[src/rtl/dcpu16_pkg.sv]
// Shared opcode, operand-code and phase definitions for the DCPU16 sequencer.
package dcpu16_pkg;

  localparam logic [3:0] OP_NB  = 4'h0;
  localparam logic [3:0] OP_SET = 4'h1;
  localparam logic [3:0] OP_ADD = 4'h2;
  localparam logic [3:0] OP_SUB = 4'h3;
  localparam logic [3:0] OP_MUL = 4'h4;
  localparam logic [3:0] OP_DIV = 4'h5;
  localparam logic [3:0] OP_MOD = 4'h6;
  localparam logic [3:0] OP_SHL = 4'h7;
  localparam logic [3:0] OP_SHR = 4'h8;
  localparam logic [3:0] OP_AND = 4'h9;
  localparam logic [3:0] OP_BOR = 4'hA;
  localparam logic [3:0] OP_XOR = 4'hB;
  localparam logic [3:0] OP_IFE = 4'hC;
  localparam logic [3:0] OP_IFN = 4'hD;
  localparam logic [3:0] OP_IFG = 4'hE;
  localparam logic [3:0] OP_IFB = 4'hF;

  localparam logic [5:0] NB_JSR = 6'h01;

  localparam logic [5:0] OPR_NWREG_LO = 6'h10;
  localparam logic [5:0] OPR_NWREG_HI = 6'h17;
  localparam logic [5:0] OPR_PC       = 6'h1C;
  localparam logic [5:0] OPR_NW       = 6'h1E;
  localparam logic [5:0] OPR_LIT      = 6'h1F;

  typedef enum logic [1:0] {
    PHA_EX = 2'd0,
    PHA_FE = 2'd1,
    PHA_NA = 2'd2,
    PHA_NB = 2'd3
  } pha_e;

  function automatic logic is_wb_op(input logic [3:0] op);
    return (op >= OP_SET) && (op <= OP_XOR);
  endfunction

endpackage

[src/rtl/dcpu16_nwdec.sv]
// Flags operand codes that carry a trailing next-word in the instruction stream.
module dcpu16_nwdec
  import dcpu16_pkg::*;
(
  input  logic [5:0] code,
  output logic       need_nw
);

  always_comb begin
    need_nw = ((code >= OPR_NWREG_LO) && (code <= OPR_NWREG_HI)) ||
              (code == OPR_NW) || (code == OPR_LIT);
  end

endmodule

[src/rtl/dcpu16_seq.sv]
// DCPU16 instruction sequencer: owns PC, fetches instruction and next-words,
// drives ALU opcode/phase and handles IF-skip, writeback and PC loads.
module dcpu16_seq
  import dcpu16_pkg::*;
#(
  parameter logic [15:0] RST_PC = 16'h0000
) (
  input  logic        clk,
  input  logic        rst,
  output logic [15:0] f_adr,
  output logic        f_stb,
  input  logic        f_ack,
  input  logic [15:0] f_dti,
  output logic [3:0]  opc,
  output logic [1:0]  pha,
  output logic        ena,
  output logic [5:0]  ea,
  output logic [5:0]  eb,
  output logic [15:0] nwa,
  output logic [15:0] nwb,
  input  logic        CC,
  input  logic [15:0] rwd,
  output logic        rwe,
  output logic [5:0]  rwa,
  output logic        psh,
  output logic [15:0] regPC
);

  pha_e        pha_q, pha_d;
  logic [15:0] pc_q, pc_d;
  logic [15:0] ir_q, ir_d;
  logic [15:0] nwa_q, nwa_d;
  logic [15:0] nwb_q, nwb_d;
  logic        skip_q, skip_d;
  logic        wb_pend_q, wb_pend_d;
  logic        wb_en_q, wb_en_d;
  logic        jsr_pend_q, jsr_pend_d;

  logic [3:0]  op;
  logic [5:0]  fld_a, fld_b;
  logic        basic, is_jsr;
  logic        need_a, need_b;

  always_comb begin
    op     = ir_q[3:0];
    fld_a  = ir_q[9:4];
    fld_b  = ir_q[15:10];
    basic  = (op != OP_NB);
    is_jsr = !basic && (fld_a == NB_JSR);
    ea     = basic ? fld_a : fld_b;
    eb     = basic ? fld_b : '0;
    if (skip_q)      opc = OP_SET;
    else if (!basic) opc = is_jsr ? 4'h0 : OP_SET;
    else             opc = op;
  end

  dcpu16_nwdec u_nwdec_a (.code(ea), .need_nw(need_a));
  dcpu16_nwdec u_nwdec_b (.code(eb), .need_nw(need_b));

  always_comb begin
    pha_d      = pha_q;
    pc_d       = pc_q;
    ir_d       = ir_q;
    nwa_d      = nwa_q;
    nwb_d      = nwb_q;
    skip_d     = skip_q;
    wb_pend_d  = wb_pend_q;
    wb_en_d    = wb_en_q;
    jsr_pend_d = jsr_pend_q;
    f_stb      = 1'b0;
    ena        = 1'b0;
    rwe        = 1'b0;
    psh        = 1'b0;

    case (pha_q)
      PHA_FE: begin
        // The cycle after execute is spent on writeback/PC load; fetch waits.
        if (wb_pend_q) begin
          if (jsr_pend_q) begin
            psh  = 1'b1;
            pc_d = rwd;
          end else if (wb_en_q) begin
            rwe = 1'b1;
            if (ea == OPR_PC) pc_d = rwd;
          end
          wb_pend_d  = 1'b0;
          jsr_pend_d = 1'b0;
        end else begin
          f_stb = 1'b1;
          if (f_ack) begin
            ir_d   = f_dti;
            pc_d   = pc_q + 16'd1;
            skip_d = ~CC;
            pha_d  = PHA_NA;
          end
        end
      end
      PHA_NA: begin
        if (need_a) begin
          f_stb = 1'b1;
          if (f_ack) begin
            nwa_d = f_dti;
            pc_d  = pc_q + 16'd1;
            pha_d = PHA_NB;
          end
        end else begin
          pha_d = PHA_NB;
        end
      end
      PHA_NB: begin
        if (need_b) begin
          f_stb = 1'b1;
          if (f_ack) begin
            nwb_d = f_dti;
            pc_d  = pc_q + 16'd1;
            pha_d = PHA_EX;
          end
        end else begin
          pha_d = PHA_EX;
        end
      end
      PHA_EX: begin
        ena        = 1'b1;
        wb_en_d    = ~skip_q & basic & is_wb_op(op);
        jsr_pend_d = ~skip_q & is_jsr;
        wb_pend_d  = 1'b1;
        pha_d      = PHA_FE;
      end
    endcase

    if (rst) begin
      f_stb = 1'b0;
      ena   = 1'b0;
      rwe   = 1'b0;
      psh   = 1'b0;
    end
  end

  always_ff @(posedge clk) begin
    if (rst) begin
      pha_q      <= PHA_FE;
      pc_q       <= RST_PC;
      ir_q       <= '0;
      nwa_q      <= '0;
      nwb_q      <= '0;
      skip_q     <= 1'b0;
      wb_pend_q  <= 1'b0;
      wb_en_q    <= 1'b0;
      jsr_pend_q <= 1'b0;
    end else begin
      pha_q      <= pha_d;
      pc_q       <= pc_d;
      ir_q       <= ir_d;
      nwa_q      <= nwa_d;
      nwb_q      <= nwb_d;
      skip_q     <= skip_d;
      wb_pend_q  <= wb_pend_d;
      wb_en_q    <= wb_en_d;
      jsr_pend_q <= jsr_pend_d;
    end
  end

  assign f_adr = pc_q;
  assign regPC = pc_q;
  assign pha   = pha_q;
  assign nwa   = nwa_q;
  assign nwb   = nwb_q;
  assign rwa   = ea;

endmodule

[config.mk]
export PLATFORM = sky130hd
export DESIGN_NAME = dcpu16_seq
export DESIGN_NICKNAME = d
export VERILOG_FILES = /design/src/rtl/dcpu16_pkg.sv /design/src/rtl/dcpu16_nwdec.sv /design/src/rtl/dcpu16_seq.sv
export SDC_FILE = /design/constraint.sdc
export NUM_CORES = 1
export LEC_CHECK = 0
export ABC_AREA = 1
export BUFFER_PORTS_ARGS = -buffer_cell sky130_fd_sc_hd__buf_2
export CORE_AREA = 8 8 92 94
export CTS_BUF_LIST = sky130_fd_sc_hd__clkbuf_4 sky130_fd_sc_hd__clkbuf_8
export CTS_CLUSTER_SIZE = 24
export DETAILED_ROUTE_END_ITERATION = 7
export DIE_AREA = 0 0 100 102
export PLACE_DENSITY = 0.81
export REMOVE_ABC_BUFFERS = 1
export SLEW_MARGIN = 30
export SYNTH_ARGS = -nofsm -noshare
export SYNTH_HDL_FRONTEND = slang
export SYNTH_SLANG_ARGS = --single-unit
[constraint.sdc]
create_clock -name clk -period 3.3 [get_ports clk]
set_input_delay 0.33 -clock clk [delete_from_list [all_inputs] [get_ports clk]]
set_output_delay 0.33 -clock clk [all_outputs]
set_load 0.05 [all_outputs]
==> impl_metrics.tcl <==
set metrics [dict create \
    synthMuxAreaShare_pct 0.531 \
    synthXorXnorAreaFrac_pct 1.86 \
    drt_pre_antenna_iters 5 \
    clk_path_buf_depth 2 \
    area.growth.synth_to_final_pct 19.9 \
    synth_top_family_by_area "simple AND/OR/NAND/NOR gates" \
    clkTransAtPathRegs_ns 0.08 \
    grt_max_degree 39 \
    total_power_mw 4.29 \
    syn_area_sq_um 3770 \
    netlist_instances 531 \
    viasPerCell 5.00 \
    hold_path_depth 3 \
    max_freq_mhz 414 \
    layout.cells.non_filler 732 \
    diodes 0 \
    multi_input_area_sq_um 1790 \
    reg2reg_slack_ns 1.15 \
    pin_count 128 \
    fp.dieW_um 100 \
    stdcell_area_sq_um 4520 \
    cellLeakagePower_nw 2.16 \
    period_share_pct 73.1 \
    nFillCells 653 \
    die_y_um 102 \
    yosysSeqAreaShare_pct 37.2 \
    grt_usage_pct 19.0 \
    hold_class "primary input to register" \
    synth_compound_area_share_pct 19.7 \
    place_inst 716 \
    crit_arrival_ns 2.08 \
    min_to "nwa[0]" \
    cts_buffers 9 \
    pre_cts_ws_ns 1.11 \
    skew_ns 0.00718 \
    insertion_delay_ns 0.34 \
    dpl_cell_area_sq_um 4270 \
    reg2reg_depth 9 \
    cts_tree "built" \
    min_from "f_dti[0]" \
    setup_violations 0 \
    finalMaxSlewViolations 0 \
    gp_congestion 0.817 \
    final_core_util_pct 64.0 \
    pwr_density_cell_nw_per_um2 949 \
    worst_pin_slew_ns 0.665 \
    drc 0 \
    status "finished clean" \
    ir_drop_uv 730 \
    slew_headroom_pct 55.4 \
    grt-ovfl-total 0 \
    postRouteAntennaNets 0 \
    core_sq_um 7060 \
    grt_pass1_wl_um 15700 \
    period_minus_slack_ns 2.41 \
    routedWlPerCell_um 13.2 \
    cts.sinks 70 \
    tns_ns 0 \
    grt_pass1_vias 3560 \
    cts.htree.levels 3 \
    rows 31 \
    hpwl_um 7150 \
    crit_type "register to output port" \
    top_layer "met4" \
    drive_gt1_share_pct 29.2 \
    drt_iter0_drc 175 \
    yosysUniqueCellTypes 35 \
    r2r-end "nwa[3]" \
    postCtsSetupBuffers 0 \
    totalWireLength_um 9630 \
    rsz0062_at_grt "false" \
    finalHoldViolCount 0 \
    antenna_found_initial 0 \
    hold_ws_ns 0.279 \
    clock-root-buffer "clkbuf_8" \
    cp.required_ns 2.97 \
    synth_warnings 0 \
    wl_met1_um 4080 \
    ys_ff_latch 70 \
    cp-end-kind "output port" \
    route.met3.wl_um 755 \
    ctsResizeCount 0 \
    startpoint_type "register" \
    routed-wl-met2_um 4590 \
    synth_area_per_cell_sq_um 7.10 \
    die_area_sq_um 10200 \
    ctsHoldBuffers 0 \
    path_max_fanout 12 \
    synth-simple-area-share_pct 23.0 \
    seqCellArea_sq_um 1400 \
    maxCapViolCount 0 \
    synthAdderAreaFrac_pct 2.32 \
    fin_ws_ns 0.886 \
    io_buffers 127 \
    initial_core_util_pct 53.4 \
    vias 3663 \
    nets 671 \
    r2r-start "ir_q[0]" \
]
cells in the final DEF, fill, tap and decap left out, types with 7 or more instances in the layout:
cell	Yosys	final
clkbuf_8	0	9
nand3_1	27	26
o21ai_1	8	8
nand2_2	12	12
inv_1	79	79
a21oi_1	56	56
ha_1	7	7
nor2_1	45	45
dfxtp_1	70	70
buf_2	3	127
o21ai_0	63	63
nand2_1	75	75
power by group:
part	switching (mW)	total, mW	internal [mW]
clock	0.328	0.837	0.509
combinational	1.75	2.30	0.552
sequential	0.163	1.16	0.993
total	2.24	4.29	2.05
synth_stat cells (all sizes together):
cell	n	area share [%]
nand2	91	11
inv	80	8.0
o21ai	71	9.4
dfxtp	70	37
a21oi	63	9.3
nor2	51	6.2
buf	30	6.0
nand3	30	4.4
clkbuf	14	1.4
ha	7	2.3
xnor2	4	0.93
xor2	4	0.93
o211ai	3	0.60
or2	3	0.50
mux2i	2	0.53
nor3	2	0.70
nor4	2	0.33
clkinv	1	0.10
nand4	1	0.17
o2111ai	1	0.23
o22ai	1	0.17
flip-flops by register name, summed over array words and instances, names as in the netlist, 2 cells and up:
| name | flops |
|---|---|
| f_adr | 16 |
| ir_q | 16 |
| nwa | 16 |
| nwb | 16 |
| pha | 2 |
cells by family after synthesis:
logic type / after synthesis
multiplexers: 2
AO/OA/AOI/OAI: 139
buffers and inverters: 125
XOR/XNOR: 8
flip-flops: 70
adder cells (fa/ha/maj): 7
AND/OR/NAND/NOR: 180
how the worst max path moves through the flow:
stage / start / to / slack [ns] / cells after the start
after detailed placement: pha[1] / ir_q[4] / 1.11 / 5
after global routing: ir_q[2] / f_stb / 0.68 / 11
final: ir_q[0] / f_stb / 0.89 / 11
after CTS: ir_q[1] / f_stb / 0.86 / 11
after global placement: ir_q[0] / nwa[9] / 1.16 / 9
after floorplan: pha[0] / f_adr[15] / 0.75 / 7
per-layer routing:
metal	vias up	global-route usage, %
li1	1860	-
met1	1678	20.4
met2	106	33.2
met3	19	6.47
met4	0	8.37
met5	-	0
critical path, cell delays in order (launching register included):
cell and delay, ns:
dfxtp_1 0.38, nor2_4 0.09, nand2_4 0.17, nand2_1 0.07, nand2_1 0.16, nand2_2 0.09
a21oi_2 0.16, nand2_1 0.09, o211ai_1 0.10, nand3_1 0.09, inv_1 0.09, buf_2 0.26
layout make-up:
| cell class | instances | area share [%] |
|---|---|---|
| clock buffers | 10 | 2.91 |
| clock inverters | 6 | 2.44 |
| inverters | 81 | 6.73 |
| multi-input cells | 336 | 39.6 |
| flip-flops and latches | 70 | 31.0 |
| well taps | 99 | 2.74 |
| repair buffers | 130 | 14.6 |
(Power assumes the default switching activity.)
